===== src/rtl/mm_pkg.sv =====
// Shared definitions for the streaming matrix multiplier: FSM encodings and
// width helpers used by both the top level and its elaboration checks.
package mm_pkg;

    typedef logic [2:0] mm_state_t;

    localparam mm_state_t ST_LOAD_A = 3'd0;
    localparam mm_state_t ST_LOAD_B = 3'd1;
    localparam mm_state_t ST_CHECK  = 3'd2;
    localparam mm_state_t ST_CALC   = 3'd3;
    localparam mm_state_t ST_OUT    = 3'd4;
    localparam mm_state_t ST_ERR    = 3'd5;

    // Counters must be able to hold MAX_DIM itself, not just MAX_DIM-1.
    function automatic int dim_w(input int max_dim);
        return $clog2(max_dim + 1);
    endfunction

    function automatic int min_acc_w(input int data_w, input int max_dim);
        return 2 * data_w + $clog2(max_dim);
    endfunction

endpackage


===== src/rtl/mm_mac.sv =====
// Single multiply-accumulate lane; operands are extended to the accumulator
// width first so the low ACC_W bits of the product are exact for either signedness.
module mm_mac #(
    parameter int DATA_W = 8,
    parameter int ACC_W  = 20,
    parameter int SIGNED = 1
) (
    input  logic              clk,
    input  logic              rst,
    input  logic              en,
    input  logic              clr,
    input  logic [DATA_W-1:0] a,
    input  logic [DATA_W-1:0] b,
    output logic [ACC_W-1:0]  acc
);

    logic [ACC_W-1:0] a_x, b_x, prod, acc_d, acc_q;

    always_comb begin
        if (SIGNED != 0) begin
            a_x = ACC_W'($signed(a));
            b_x = ACC_W'($signed(b));
        end else begin
            a_x = ACC_W'(a);
            b_x = ACC_W'(b);
        end
        prod  = a_x * b_x;
        acc_d = acc_q;
        if (en) acc_d = (clr ? '0 : acc_q) + prod;
    end

    always_ff @(posedge clk or posedge rst) begin
        if (rst) acc_q <= '0;
        else     acc_q <= acc_d;
    end

    assign acc = acc_q;

endmodule


===== src/rtl/mm_stream_param.sv =====
// Streaming matrix multiplier: serially loads A then B, checks shape legality,
// then emits C one element per K+1 cycles (or a single illegal-operand report).
module mm_stream_param
    import mm_pkg::*;
#(
    parameter int DATA_W  = 8,
    parameter int MAX_DIM = 4,
    parameter int ACC_W   = 20,
    parameter int SIGNED  = 1
) (
    input  logic              clk,
    input  logic              rst,
    input  logic              in_valid,
    input  logic [DATA_W-1:0] in_data,
    input  logic              col_end,
    input  logic              row_end,
    output logic              busy,
    output logic              valid,
    output logic [ACC_W-1:0]  out_data,
    output logic              is_legal,
    output logic              change_row
);

    localparam int DW    = dim_w(MAX_DIM);
    localparam int DEPTH = MAX_DIM * MAX_DIM;
    localparam int AW    = $clog2(DEPTH + 1);
    localparam int IW    = (DEPTH > 1) ? $clog2(DEPTH) : 1;
    localparam logic [DW-1:0] DMAX = DW'(MAX_DIM);

    if (ACC_W < min_acc_w(DATA_W, MAX_DIM)) begin : g_acc_w_check
        $error("mm_stream_param: ACC_W too narrow for DATA_W/MAX_DIM");
    end

    mm_state_t state_q, state_d;
    logic [DW-1:0] col_cnt_q, col_cnt_d, row_cnt_q, row_cnt_d, ncols_q, ncols_d;
    logic [DW-1:0] a_rows_q, a_rows_d, a_cols_q, a_cols_d, b_rows_q, b_rows_d, b_cols_q, b_cols_d;
    logic [DW-1:0] r_q, r_d, c_q, c_d, k_q, k_d;
    logic [AW-1:0] wr_addr_q, wr_addr_d, a_base_q, a_base_d, b_ptr_q, b_ptr_d;
    logic          ragged_q, ragged_d, ovf_q, ovf_d;

    logic [DATA_W-1:0] mem_a [DEPTH];
    logic [DATA_W-1:0] mem_b [DEPTH];
    logic              we_a, we_b, mac_en, mac_clr, drop, legal;
    logic              last_k, last_c, last_r;
    logic [DW-1:0]     row_len, row_cnt_inc;
    logic [IW-1:0]     a_idx, b_idx;
    logic [ACC_W-1:0]  acc;

    always_comb begin
        state_d   = state_q;
        col_cnt_d = col_cnt_q;  row_cnt_d = row_cnt_q;  ncols_d  = ncols_q;
        a_rows_d  = a_rows_q;   a_cols_d  = a_cols_q;
        b_rows_d  = b_rows_q;   b_cols_d  = b_cols_q;
        r_d = r_q;  c_d = c_q;  k_d = k_q;
        wr_addr_d = wr_addr_q;  a_base_d  = a_base_q;   b_ptr_d  = b_ptr_q;
        ragged_d  = ragged_q;   ovf_d     = ovf_q;
        we_a = 1'b0;  we_b = 1'b0;  mac_en = 1'b0;  mac_clr = 1'b0;
        valid = 1'b0;  is_legal = 1'b0;  change_row = 1'b0;  out_data = '0;

        busy        = !(state_q == ST_LOAD_A || state_q == ST_LOAD_B);
        drop        = (col_cnt_q == DMAX) || (row_cnt_q == DMAX);
        row_len     = drop ? col_cnt_q : col_cnt_q + 1'b1;
        row_cnt_inc = (row_cnt_q == DMAX) ? row_cnt_q : row_cnt_q + 1'b1;
        legal       = (a_cols_q == b_rows_q) && !ragged_q && !ovf_q;
        last_k      = (k_q == a_cols_q - 1'b1);
        last_c      = (c_q == b_cols_q - 1'b1);
        last_r      = (r_q == a_rows_q - 1'b1);
        a_idx       = IW'(a_base_q + AW'(k_q));
        b_idx       = IW'(b_ptr_q);

        case (state_q)
            ST_LOAD_A, ST_LOAD_B: begin
                if (in_valid) begin
                    // Overflowing elements only raise the flag; storage is never touched.
                    if (drop) begin
                        ovf_d = 1'b1;
                    end else begin
                        we_a      = (state_q == ST_LOAD_A);
                        we_b      = (state_q == ST_LOAD_B);
                        wr_addr_d = wr_addr_q + 1'b1;
                        col_cnt_d = col_cnt_q + 1'b1;
                    end
                    if (col_end || row_end) begin
                        col_cnt_d = '0;
                        row_cnt_d = row_cnt_inc;
                        if (row_cnt_q == '0)       ncols_d  = row_len;
                        else if (row_len != ncols_q) ragged_d = 1'b1;
                    end
                    if (row_end) begin
                        row_cnt_d = '0;
                        wr_addr_d = '0;
                        ncols_d   = '0;
                        if (state_q == ST_LOAD_A) begin
                            a_rows_d = row_cnt_inc;
                            a_cols_d = (row_cnt_q == '0) ? row_len : ncols_q;
                            state_d  = ST_LOAD_B;
                        end else begin
                            b_rows_d = row_cnt_inc;
                            b_cols_d = (row_cnt_q == '0) ? row_len : ncols_q;
                            state_d  = ST_CHECK;
                        end
                    end
                end
            end
            ST_CHECK: begin
                r_d = '0;  c_d = '0;  k_d = '0;
                a_base_d = '0;  b_ptr_d = '0;
                state_d  = legal ? ST_CALC : ST_ERR;
            end
            ST_CALC: begin
                mac_en  = 1'b1;
                mac_clr = (k_q == '0);
                k_d     = k_q + 1'b1;
                b_ptr_d = b_ptr_q + AW'(b_cols_q);
                if (last_k) begin
                    k_d     = '0;
                    state_d = ST_OUT;
                end
            end
            ST_OUT: begin
                valid      = 1'b1;
                is_legal   = 1'b1;
                out_data   = acc;
                change_row = last_c;
                state_d    = ST_CALC;
                // b_ptr restarts at the new column's row-0 entry; a_base steps a whole row.
                if (last_c) begin
                    c_d      = '0;
                    r_d      = r_q + 1'b1;
                    a_base_d = a_base_q + AW'(a_cols_q);
                    b_ptr_d  = '0;
                end else begin
                    c_d     = c_q + 1'b1;
                    b_ptr_d = AW'(c_q) + 1'b1;
                end
                if (last_c && last_r) begin
                    state_d  = ST_LOAD_A;
                    r_d = '0;  c_d = '0;
                    a_base_d = '0;  b_ptr_d = '0;
                    ragged_d = 1'b0;  ovf_d = 1'b0;
                end
            end
            ST_ERR: begin
                valid    = 1'b1;
                state_d  = ST_LOAD_A;
                ragged_d = 1'b0;
                ovf_d    = 1'b0;
            end
            default: state_d = ST_LOAD_A;
        endcase
    end

    always_ff @(posedge clk or posedge rst) begin
        if (rst) begin
            state_q   <= ST_LOAD_A;
            col_cnt_q <= '0;  row_cnt_q <= '0;  ncols_q  <= '0;
            a_rows_q  <= '0;  a_cols_q  <= '0;  b_rows_q <= '0;  b_cols_q <= '0;
            r_q <= '0;  c_q <= '0;  k_q <= '0;
            wr_addr_q <= '0;  a_base_q  <= '0;  b_ptr_q  <= '0;
            ragged_q  <= 1'b0;  ovf_q   <= 1'b0;
        end else begin
            state_q   <= state_d;
            col_cnt_q <= col_cnt_d;  row_cnt_q <= row_cnt_d;  ncols_q  <= ncols_d;
            a_rows_q  <= a_rows_d;   a_cols_q  <= a_cols_d;
            b_rows_q  <= b_rows_d;   b_cols_q  <= b_cols_d;
            r_q <= r_d;  c_q <= c_d;  k_q <= k_d;
            wr_addr_q <= wr_addr_d;  a_base_q  <= a_base_d;   b_ptr_q  <= b_ptr_d;
            ragged_q  <= ragged_d;   ovf_q     <= ovf_d;
        end
    end

    always_ff @(posedge clk) begin
        if (we_a) mem_a[IW'(wr_addr_q)] <= in_data;
        if (we_b) mem_b[IW'(wr_addr_q)] <= in_data;
    end

    mm_mac #(.DATA_W(DATA_W), .ACC_W(ACC_W), .SIGNED(SIGNED)) u_mac (
        .clk (clk),
        .rst (rst),
        .en  (mac_en),
        .clr (mac_clr),
        .a   (mem_a[a_idx]),
        .b   (mem_b[b_idx]),
        .acc (acc)
    );

endmodule


===== config.mk =====
export PLATFORM = sky130hd
export DESIGN_NAME = mm_stream_param
export DESIGN_NICKNAME = d
export VERILOG_FILES = /design/src/rtl/mm_pkg.sv /design/src/rtl/mm_mac.sv /design/src/rtl/mm_stream_param.sv
export SDC_FILE = /design/constraint.sdc
export NUM_CORES = 1
export LEC_CHECK = 0
export ABC_CLOCK_PERIOD_IN_PS = 9400
export BUFFER_PORTS_ARGS = -buffer_cell sky130_fd_sc_hd__buf_4
export CORE_MARGIN = 2
export CORE_UTILIZATION = 35
export CTS_CLUSTER_SIZE = 14
export DETAILED_ROUTE_END_ITERATION = 6
export PLACE_DENSITY = 0.48
export SKIP_LAST_GASP = 1
export SLEW_MARGIN = 20
export SYNTH_ARGS = -nofsm -noshare
export SYNTH_HDL_FRONTEND = slang
export SYNTH_SLANG_ARGS = --single-unit

===== constraint.sdc =====
create_clock -name clk -period 9.4 [get_ports clk]
set_input_delay 1.88 -clock clk [delete_from_list [all_inputs] [get_ports clk]]
set_output_delay 1.88 -clock clk [all_outputs]
set_load 0.005 [all_outputs]

# Yosys cells after proc, flatten, opt, wreduce, memory -nomap -nowiden
# Memory sizes are Yosys's and may differ from the RTL's.
# Cells that the tools add are included.
[op_classes]
bitwise = 1
mux = 57
n_reduce_logical = 28
n_eq_ne = 22
n_addsub = 14
mul = 1
[ops]
columns = ["cell", "n"]
rows = [
  ["two-way mux 3 bit", 17],
  ["two-way mux 20 bit", 2],
  ["two-way mux 5 bit", 5],
  ["two-way mux 1 bit", 22],
  ["adder 20 bit", 1],
  ["!= test 2 bit, second input constant", 9],
  ["one-hot mux 3 bit (2 select lines)", 3],
  ["multiplier 8 x 8 -> 16 bit", 1],
  ["adder 3 x 1 -> 3 bit, second input constant", 5],
  ["one-hot mux 5 bit (3 select lines)", 1],
  ["equality test 3 bit", 4],
  ["equality test 3 bit, second input constant", 4],
  ["one-hot mux 3 bit (4 select lines)", 1],
  ["AND reduction 4 bit", 3],
  ["adder 5 x 3 -> 5 bit", 2],
  ["one-hot mux 5 bit (2 select lines)", 1],
  ["logical NOT 3 bit", 3],
  ["AND reduction 3 bit", 3],
  ["subtractor 3 x 1 -> 3 bit, second input constant", 3],
  ["equality test 3 x 2 -> 1 bit, second input constant", 2],
  ["one-hot mux 1 bit (3 select lines)", 2],
  ["AND reduction 6 bit", 1],
  ["nonzero test 2 bit", 3],
  ["nonzero test 3 bit", 2],
  ["14 further kinds", 23],
]
[totals]
inputBits = 13
ramBits = 256
regBits = 70
out_inout_bits = 24
n_memories = 2
wordCells = 142
[mem_list]
columns = ["memory", "depth", "word_bits", "read_ports", "rd_clocked_by_memory_dff", "wr", "line", "rtl"]
rows = [
  ["mem_a", 16, 8, 1, 0, 1, "mm_stream_param.sv:41", "logic [DATA_W-1:0] mem_a [DEPTH];"],
  ["mem_b", 16, 8, 1, 0, 1, "mm_stream_param.sv:42", "logic [DATA_W-1:0] mem_b [DEPTH];"],
]

# Logic depth before layout (Yosys ltp)
# Gate-level depths: netlist of the first run.
[logic_depth]
word_depth = 9
depth_mapped = 35
depth_no_buf = 33

# Cells and area by module
# From an unflattened synthesis of the first run, not the netlist that was laid out.
[hier_totals]
hier_cells = 1265
area_unflattened_um2 = 17430.5
[modules_own_cells]
columns = ["mod", "n_inst", "cells_each", "area_each_um2", "seq_area_each_um2"]
rows = [
  ["mm_stream_param", 1, 760, 12931.2, 8863.5],
  ["mm_mac", 1, 505, 4499.3, 500.5],
]

# Least setup slack after synthesis of the first run
# OpenSTA, ideal clock, no wires.
[synth_path]
kind = "reg-to-reg"
from = "register k_q[0]"
to = "register u_mac.acc_q[19], in the netlist u_mac.acc[19]"
n_path_buf = 2
slack_ns = 1.196
required_time_ns = 9.327
arrival_ns = 8.131
period_less_slack_ns = 8.204
setup_time_ns = 0.073
stages_incl_launch_ff = 30
path_cell_list = "dfrtp_1 -> ha_1 -> fa_1 -> clkbuf_1 -> buf_1 -> mux4_2 -> mux2_2 -> a21oi_1 -> or2_2 -> inv_1 -> fa_1 -> fa_1 -> fa_1 -> inv_1 -> fa_1 -> inv_1 -> ha_1 -> a2111oi_0 -> o21ai_1 -> a21boi_2 -> nor2_4 -> xnor2_2 -> ha_1 -> nor2_1 -> and3_1 -> mux2_4 -> nor4_4 -> mux2_2 -> a32oi_1 -> a21boi_2"
[synth_between]
elab_chain_cells = 4
elab_cells_between_ends = 7
cone_classes = "add/sub: 2; mul: 1; mux: 2; reduce/logical: 1; memory: 1"
[synth_rtl]
columns = ["item", "line", "rtl"]
rows = [
  ["start, declared", "mm_stream_param.sv:37", "logic [DW-1:0] r_q, r_d, c_q, c_d, k_q, k_d;"],
  ["start signal, assigned", "mm_stream_param.sv:158", "r_q <= '0; c_q <= '0; k_q <= '0;"],
  ["start signal, assigned", "mm_stream_param.sv:166", "r_q <= r_d; c_q <= c_d; k_q <= k_d;"],
  ["adder 4 x 3 -> 4 bit / logical NOT 3 bit (equally long branches)", "mm_stream_param.sv:68, mm_stream_param.sv:112", ""],
  ["memory (16 x 8 bit) / two-way mux 1 bit (equally long branches)", "--", ""],
  ["multiplier 8 x 8 -> 16 bit / two-way mux 20 bit (equally long branches)", "mm_mac.sv:27, mm_mac.sv:29", ""],
  ["adder 20 bit *", "mm_mac.sv:29", "if (en) acc_d = (clr ? '0 : acc_q) + prod;"],
  ["end signal, assigned", "mm_mac.sv:33", "if (rst) acc_q <= '0;"],
  ["end signal, assigned", "mm_mac.sv:34", "else acc_q <= acc_d;"],
  ["end, declared", "mm_mac.sv:17", "logic [ACC_W-1:0] a_x, b_x, prod, acc_d, acc_q;"],
]
# Mark *: on every way between the ends. The rest lies on a longest branch, timed or not.
# A chain may end at the register's enable or synchronous reset.

# Worst setup path after layout of the first run
# Ends and elaborated chain as after synthesis.

==> results of run 1 <==
placed cells by master (no fill, tap or decap), types with 4 or more instances in the layout:
| cell | count |
|---|---|
| buf_4 | 55 |
| clkinv_1 | 8 |
| clkinv_2 | 4 |
| nor2b_1 | 20 |
| o21a_1 | 6 |
| mux2_2 | 20 |
| ha_1 | 70 |
| clkbuf_1 | 4 |
| nor2_1 | 117 |
| bufinv_16 | 6 |
| fa_1 | 60 |
| nand2_1 | 85 |
| o21bai_1 | 7 |
| nand2b_1 | 16 |
| nor3_1 | 10 |
| dfrtp_1 | 66 |
| mux2i_1 | 19 |
| o21ai_1 | 10 |
| mux4_2 | 64 |
| o211ai_1 | 4 |
| inv_1 | 121 |
| xnor2_1 | 35 |
| and2_1 | 9 |
| a21o_1 | 12 |
| clkbuf_16 | 40 |
| and3_1 | 26 |
| nor4_1 | 4 |
| xor2_1 | 26 |
| a21oi_1 | 50 |
| o21ai_0 | 52 |
| a22o_1 | 6 |
| or2_2 | 13 |
| edfxtp_1 | 256 |
cell families after synthesis:
group / Yosys count
DFF: 323
muxes: 104
buffers and inverters: 167
xor gates and xnor gates: 66
AOI/OAI and AO/OA: 175
adders and majority gates: 131
and+or+nand+nor: 321
state kept, by name, summed over array words and instances (netlist names), 4 cells and up:
name and count:
mem_a 128, u_mac.acc 20, mem_b 128, wr_addr_q 4, a_base_q 4, b_ptr_q 4
tightest hold or removal path, delay by kind of cell (launching register included):
kind / cells / cell delay, ns
simple gates: 2 / 0.11
flops: 1 / 0.34
layout make-up:
cell class	instances	area, um^2
Inverter	122	458
Tap cell	664	831
Fill cell	4508	29100
Clock inverter	22	263
Multi-Input combinational cell	797	7220
Sequential cell	323	9370
Timing Repair Buffer	56	433
Clock buffer	46	1040
through the flow:
step | cells | hold slack [ns] | setup WS (ns)
after floorplan | 1287 | 0.445 | 1.20
after global placement | 1962 | 0.471 | 0.807
after detailed placement | 1962 | 0.480 | 0.764
after CTS | 2030 | 0.490 | 0.739
after global routing | 2030 | 0.520 | 0.203
final | 2030 | 0.485 | 0.803
per-layer routing:
| layer | vias to the layer above | wire (um) |
|---|---|---|
| li1 | 4716 | - |
| met1 | 4932 | 17300 |
| met2 | 120 | 18700 |
| met3 | 49 | 1140 |
| met4 | 0 | 690 |
| met5 | - | 0 |
worst min-delay path by stage:
stage                              start  slack (ns)  cells past startpoint                        end
2_1_floorplan  u_mac.acc[16]$_DFFE_PP0P_        0.45                      2  u_mac.acc[16]$_DFFE_PP0P_
3_3_place_gp   u_mac.acc[16]$_DFFE_PP0P_        0.47                      2  u_mac.acc[16]$_DFFE_PP0P_
3_5_place_dp    u_mac.acc[1]$_DFFE_PP0P_        0.48                      2   u_mac.acc[1]$_DFFE_PP0P_
4_1_cts         u_mac.acc[1]$_DFFE_PP0P_        0.49                      2   u_mac.acc[1]$_DFFE_PP0P_
5_1_grt         u_mac.acc[1]$_DFFE_PP0P_        0.52                      2   u_mac.acc[1]$_DFFE_PP0P_
6_report        u_mac.acc[1]$_DFFE_PP0P_        0.48                      2   u_mac.acc[1]$_DFFE_PP0P_
==> impl_metrics.ini, run 1 <==
[critical_path]
crit_top_cell = a21oi_1
crit_cells = 31
endpoint = u_mac.acc[19]$_DFFE_PP0P_
max_stage_delay_ns = 0.78
endpoint_kind = flop
crit_path_max_fanout = 19
r2r-end = u_mac.acc[19]$_DFFE_PP0P_
r2r_slack_ns = 0.80
crit_buf_inv = 4
crit_start = k_q[0]$_DFFE_PP0P_
required_ns = 9.88
cp-start-kind = flop
rr_worst_depth = 31
cp_slowest_cell = ha_2
crit_family = adder cells
regToRegStartpoint = k_q[0]$_DFFE_PP0P_
crit_arrival_ns = 9.07
path_class = reg2reg

[yosys]
synth-compound-area-share = 0.0626
synth-simple-area-share = 0.0896
syn-cell-area_um2 = 17200
netlist_top_cells_area = edfxtp_1 45%, dfrtp_1 9.7%, mux4_2 8.4%
syn_inst = 1287
synthMostInstantiatedCell = edfxtp_1
synthFlopType = edfxtp_1
yosys_warnings = 0
muxShareOfSynthArea = 0.109
synthXorXnorAreaFrac = 0.0360
postSynthAreaPerCell_um2 = 13.4
synth_area_leader_cell = edfxtp_1
synth_top_area_share = 0.447
async_reset_ff_frac = 0.207
synth_nets = 1431
synth_seq_cells = 323
synth_commonest_cells = 256 x edfxtp_1, 122 x inv_1, 117 x nor2_1
synth_top_family_by_area = adder cells
synth-edff-count = 256
synthAdderAreaFrac = 0.121
ys_seq_area_frac = 0.544
ys_types = 63

[placement]
placed_cell_area_um2 = 18300
gp_congestion = 0.812
dpl.hpwl_um = 26200
port_buffers = 36

[global_route]
track_usage = 0.155
grt_most_used_layer = met2
grtUsageMet1 = 0.205
grt_pass1_wl_um = 59300
first_global_vias = 10200
gr-usage-met3 = 0.0256
gr-total-overflow = 0
antenna_found_initial = 0
gr-usage-met2 = 0.263
grt_max_degree = 68

[sta]
worst_slew_pin_slew_ns = 1.04
max_freq_ghz = 0.116
hold_viol = 0
period_share = 0.915
worst_clock_skew_ns = 0.0288
relSlewSlack = 0.307
rsz0062_at_grt = false
finalSetupViolCount = 0
drv_slew = 0
fin_setup_tns_ns = 0
fin_crit_ns = 8.60

[clock_network]
cts_root_buffer = clkbuf_16
cts_setup_buffers = 0
htree_levels = 2
clock_sinks = 323
clock_latency_ns = 0.55
clock_path_buffers = 3
cts.hold.buffers_added = 0
cts-resized-gates = 0
clk_pin_slew_ns = 0.05
cts_buffers = 38
cts_tree = yes

[route]
dr.pass1.iters = 4
num_vias = 9817
drc = 0
ant_nets = 0
routed_via_density = 4.84
drt_iter0_drc = 582
wire_per_inst_um = 18.6
wl_um = 37800

[finish]
final_util = 0.402
drive_gt1_frac = 0.168
fin_nets = 1482
area_delta_synth_final_pct = 14.0
diodes = 0
fin_area_um2 = 19600

[die]
die-area_um2 = 50900
core_area_um2 = 48700
die_h_um = 226
initial_core_util = 0.353
die_x_um = 226
io_pins = 37
rows = 81

[job]
drv_cap = 0

[status]
status = finished, final reports clean

[worst_hold_path]
hold_class = reg2reg
Power of run 1 is left out: the tool's default activity adds up to more than one toggle a clock period on the data nets, which glitch-free logic cannot reach.
==> run 2, diff against run 1 <==
ABC_AREA = 1   (was unset)
==> impl_metrics.ini, run 2 <==
[die]
initial_core_util = 0.354
rows = 82
die_x_um = 229
io_pins = 37
die-area_um2 = 52500
core_area_um2 = 50100
die_h_um = 229

[global_route]
gr-total-overflow = 0
first_global_vias = 12000
grt_max_degree = 73
grt_pass1_wl_um = 69600
track_usage = 0.171
antenna_found_initial = 0

[yosys]
postSynthAreaPerCell_um2 = 10.1
ys_types = 53
synth_nets = 1892
synth_commonest_cells = 360 x nand2_1, 256 x edfxtp_1, 225 x inv_1
synth_seq_cells = 323
syn-cell-area_um2 = 17700
async_reset_ff_frac = 0.207
synthMostInstantiatedCell = nand2_1
yosys_warnings = 0
ys_seq_area_frac = 0.528
synth-edff-count = 256
netlist_top_cells_area = edfxtp_1 43%, dfrtp_1 9.5%, nand2_1 7.6%
syn_inst = 1748
synth_area_leader_cell = edfxtp_1
synthFlopType = edfxtp_1
synth_top_area_share = 0.434

[route]
ant_nets = 0
drc = 0
dr.pass1.iters = 5
num_vias = 12000
wl_um = 44300
wire_per_inst_um = 17.8
drt_iter0_drc = 782
routed_via_density = 4.85

[critical_path]
cp_slowest_cell = buf_4
r2r_slack_ns = 1.38
path_class = reg2reg
max_stage_delay_ns = 0.56
crit_top_cell = nand2_1
endpoint_kind = flop
crit_family = adder cells
cp-start-kind = flop
regToRegStartpoint = k_q[0]$_DFFE_PP0P_
crit_arrival_ns = 8.44
r2r-end = u_mac.acc[18]$_DFFE_PP0P_
crit_path_max_fanout = 64
rr_worst_depth = 34
crit_buf_inv = 6
required_ns = 9.82

[placement]
gp_congestion = 0.835
dpl.hpwl_um = 30800
port_buffers = 36

[sta]
relSlewSlack = 0.263
worst_slew_pin_slew_ns = 1.10
period_share = 0.853
rsz0062_at_grt = false
fin_setup_tns_ns = 0
max_freq_ghz = 0.125
worst_clock_skew_ns = 0.0160
fin_crit_ns = 8.02
finalSetupViolCount = 0
drv_slew = 0
hold_viol = 0

[finish]
area_delta_synth_final_pct = 12.5
multi_input_area_um2 = 7210
drive_gt1_frac = 0.0917
diodes = 0
final_cell_mix = 360 x nand2_1, 256 x edfxtp_1, 224 x inv_1
nFillCells = 4991
regArea_um2 = 9370
final_common_cell = nand2_1
fin_nets = 1924

[clock_network]
cts.hold.buffers_added = 0
clk_pin_slew_ns = 0.06
clock_path_buffers = 3
htree_levels = 2
cts_tree = yes
clock_sinks = 323
cts-resized-gates = 0
clock_latency_ns = 0.54
cts_buffers = 38
cts_setup_buffers = 0
cts_root_buffer = clkbuf_16

[status]
status = finished, final reports clean

[worst_hold_path]
worstHoldStart = u_mac.acc[4]$_DFFE_PP0P_
hold_depth = 2
hold_class = reg2reg
hold_end = u_mac.acc[4]$_DFFE_PP0P_

[job]
drv_cap = 0
[run 2: per-stage QoR]
step	utilization	setup WS (ns)	hold slack, ns	instances	cell area [um^2]
floorplan	-	2.31	0.449	1748	17700
global placement	0.373	1.41	0.466	2412	18700
detailed placement	0.373	1.28	0.475	2412	18700
CTS	0.398	1.28	0.490	2482	19900
global route	0.399	0.741	0.528	2482	20000
finish	0.399	1.38	0.487	2482	20000
[run 2: worst max-delay path by stage]
stage	from	to	slack, ns	depth (start not counted)
2_1_floorplan	k_q[0]$_DFFE_PP0P_	u_mac.acc[18]$_DFFE_PP0P_	2.31	34
3_3_place_gp	k_q[0]$_DFFE_PP0P_	u_mac.acc[18]$_DFFE_PP0P_	1.41	34
3_5_place_dp	k_q[0]$_DFFE_PP0P_	u_mac.acc[18]$_DFFE_PP0P_	1.28	34
4_1_cts	k_q[0]$_DFFE_PP0P_	u_mac.acc[18]$_DFFE_PP0P_	1.28	34
5_1_grt	k_q[0]$_DFFE_PP0P_	u_mac.acc[19]$_DFFE_PP0P_	0.74	37
6_report	k_q[0]$_DFFE_PP0P_	u_mac.acc[18]$_DFFE_PP0P_	1.38	34
[run 2: cells by family after synthesis]
kind of cell,after synthesis,synth area share
buffers and inverters,298,0.0663
muxes,32,0.0189
adders and majority gates,131,0.118
xor gates and xnor gates,50,0.0264
AOI/OAI and AO/OA,281,0.0962
and+or+nand+nor,633,0.146
DFF,323,0.528
[run 2: cell type report]
class                   instances  share of cell area
clock buffers                  49              0.0534
clock inverters                21              0.0101
inverters                     243              0.0457
multi-input cells            1127               0.361
flip-flops and latches        323               0.469
well taps                     672              0.0421
repair buffers                 47              0.0177
[run 2: routing by layer]
| layer | wire length (um) | vias up | global-route usage |
|---|---|---|---|
| met3 | 1790 | 61 | 0.0286 |
| met2 | 21200 | 187 | 0.287 |
| li1 | - | 5915 | - |
| met5 | 0 | - | 0 |
| met1 | 20600 | 5863 | 0.233 |
| met4 | 707 | 0 | 0.0396 |
[run 2: worst reg2reg max path: cells and delay by family (launching register included)]
family	cells	cell delay, ns
compound gates	8	2.07
simple gates	11	0.89
flops	1	0.43
xor+xnor	1	0.16
buf+inv	6	0.80
fa+ha+maj	8	3.55
Power of run 2 is left out for the same reason.
==> run 3, diff against run 2 <==
CAP_MARGIN = 20   (was unset)
CORE_UTILIZATION = 39   (was 35)
PLACE_DENSITY = 0.52   (was 0.48)
==> impl_metrics.ini, run 3 (synthesis gave the netlist of run 2 again) <==
[status]
status = finished, final reports clean

[clock_network]
clk_pin_slew_ns = 0.06
clock_latency_ns = 0.55
clock_path_buffers = 3
cts_tree = yes
cts.hold.buffers_added = 0
cts_buffers = 38
cts-resized-gates = 0
htree_levels = 2
cts_root_buffer = clkbuf_16
clock_sinks = 323
cts_setup_buffers = 0

[finish]
drive_gt1_frac = 0.0941
fin_cells = 2406
fin_nets = 1924
area_delta_synth_final_pct = 11.3
final_common_cell = nand2_1
diodes = 0
final_cell_mix = 360 x nand2_1, 256 x edfxtp_1, 224 x inv_1

[sta]
drv_slew = 0
finalSetupViolCount = 0
period_share = 0.869
max_freq_ghz = 0.122
fin_setup_tns_ns = 0
hold_viol = 0
rsz0062_at_grt = false
worst_slew_pin_slew_ns = 1.00
relSlewSlack = 0.330
fin_crit_ns = 8.17
worst_clock_skew_ns = 0.0186

[critical_path]
rr_worst_depth = 35
max_stage_delay_ns = 1.17
r2r-end = u_mac.acc[18]$_DFFE_PP0P_
crit_top_cell = nand2_1
r2r_slack_ns = 1.23
regToRegStartpoint = k_q[0]$_DFFE_PP0P_
cp-start-kind = flop
crit_path_max_fanout = 44
required_ns = 9.82
cp_slowest_cell = fa_2
path_class = reg2reg
crit_arrival_ns = 8.60
endpoint_kind = flop

[placement]
port_buffers = 36
dpl.hpwl_um = 29800
dpl.cell_count = 2340
gp_congestion = 0.872

[route]
top_layer = met4
num_vias = 12100
dr.pass1.iters = 5
drt_iter0_drc = 877
routed_via_density = 5.04
wl_met2_um = 20100
drt-met1-wl_um = 20400
wl_um = 43000
drc = 0
ant_nets = 0
wire_per_inst_um = 17.9
met3_length_um = 1670

[global_route]
grt_max_degree = 72
first_global_vias = 12400
gr-total-overflow = 0
track_usage = 0.189
grt_pass1_wl_um = 69300
antenna_found_initial = 0

[die]
die_x_um = 217
core_area_um2 = 45100
io_pins = 37
initial_core_util = 0.393
die-area_um2 = 47200
rows = 78
die_h_um = 217

[job]
drv_cap = 0

[worst_hold_path]
worstHoldStart = u_mac.acc[5]$_DFFE_PP0P_
hold_class = reg2reg
hold_depth = 2
hold_end = u_mac.acc[5]$_DFFE_PP0P_
[run 3: routing by layer]
metal  vias up  track usage
li1       5914            -
met3        54       0.0231
met5         -            0
met4         0       0.0600
met1      5939        0.265
met2       231        0.305
[run 3: how the worst max path moves through the flow]
stage	endpoint	startpoint	slack, ns	cells after the start
detailed placement	u_mac.acc[18]$_DFFE_PP0P_	k_q[0]$_DFFE_PP0P_	1.20	32
floorplan	u_mac.acc[18]$_DFFE_PP0P_	k_q[0]$_DFFE_PP0P_	2.31	34
global placement	u_mac.acc[18]$_DFFE_PP0P_	k_q[0]$_DFFE_PP0P_	1.30	35
CTS	u_mac.acc[18]$_DFFE_PP0P_	k_q[0]$_DFFE_PP0P_	1.20	35
finish	u_mac.acc[18]$_DFFE_PP0P_	k_q[0]$_DFFE_PP0P_	1.23	35
global route	u_mac.acc[18]$_DFFE_PP0P_	k_q[0]$_DFFE_PP0P_	0.48	35
[run 3: critical path: cells and delay by family, from the launching register on]
kind                     cells  cell delay (ns)
XOR/XNOR                     1             0.16
AO/OA/AOI/OAI                9             1.73
buffers and inverters        5             0.60
adder cells (fa/ha/maj)      8             4.20
flip-flops                   1             0.43
AND/OR/NAND/NOR             12             0.88
[run 3: layout make-up]
| cell class | count | area (um^2) |
|---|---|---|
| fill | 4346 | 25300 |
| sequential | 323 | 9370 |
| clock buffer | 43 | 991 |
| multi-input combinational | 1127 | 7200 |
| tap | 600 | 751 |
| clock inverter | 23 | 169 |
| inverter | 243 | 912 |
| timing repair buffer | 47 | 353 |
[run 3: stage by stage]
| step | util | hold WS [ns] | cell area (um^2) | setup slack (ns) |
|---|---|---|---|---|
| 5_1_grt | 0.438 | 0.495 | 19700 | 0.475 |
| 4_1_cts | 0.438 | 0.487 | 19700 | 1.20 |
| 2_1_floorplan | - | 0.449 | 17700 | 2.31 |
| 6_report | 0.438 | 0.482 | 19700 | 1.23 |
| 3_3_place_gp | 0.412 | 0.468 | 18600 | 1.30 |
| 3_5_place_dp | 0.412 | 0.470 | 18600 | 1.20 |
Power of run 3 is left out for the same reason.
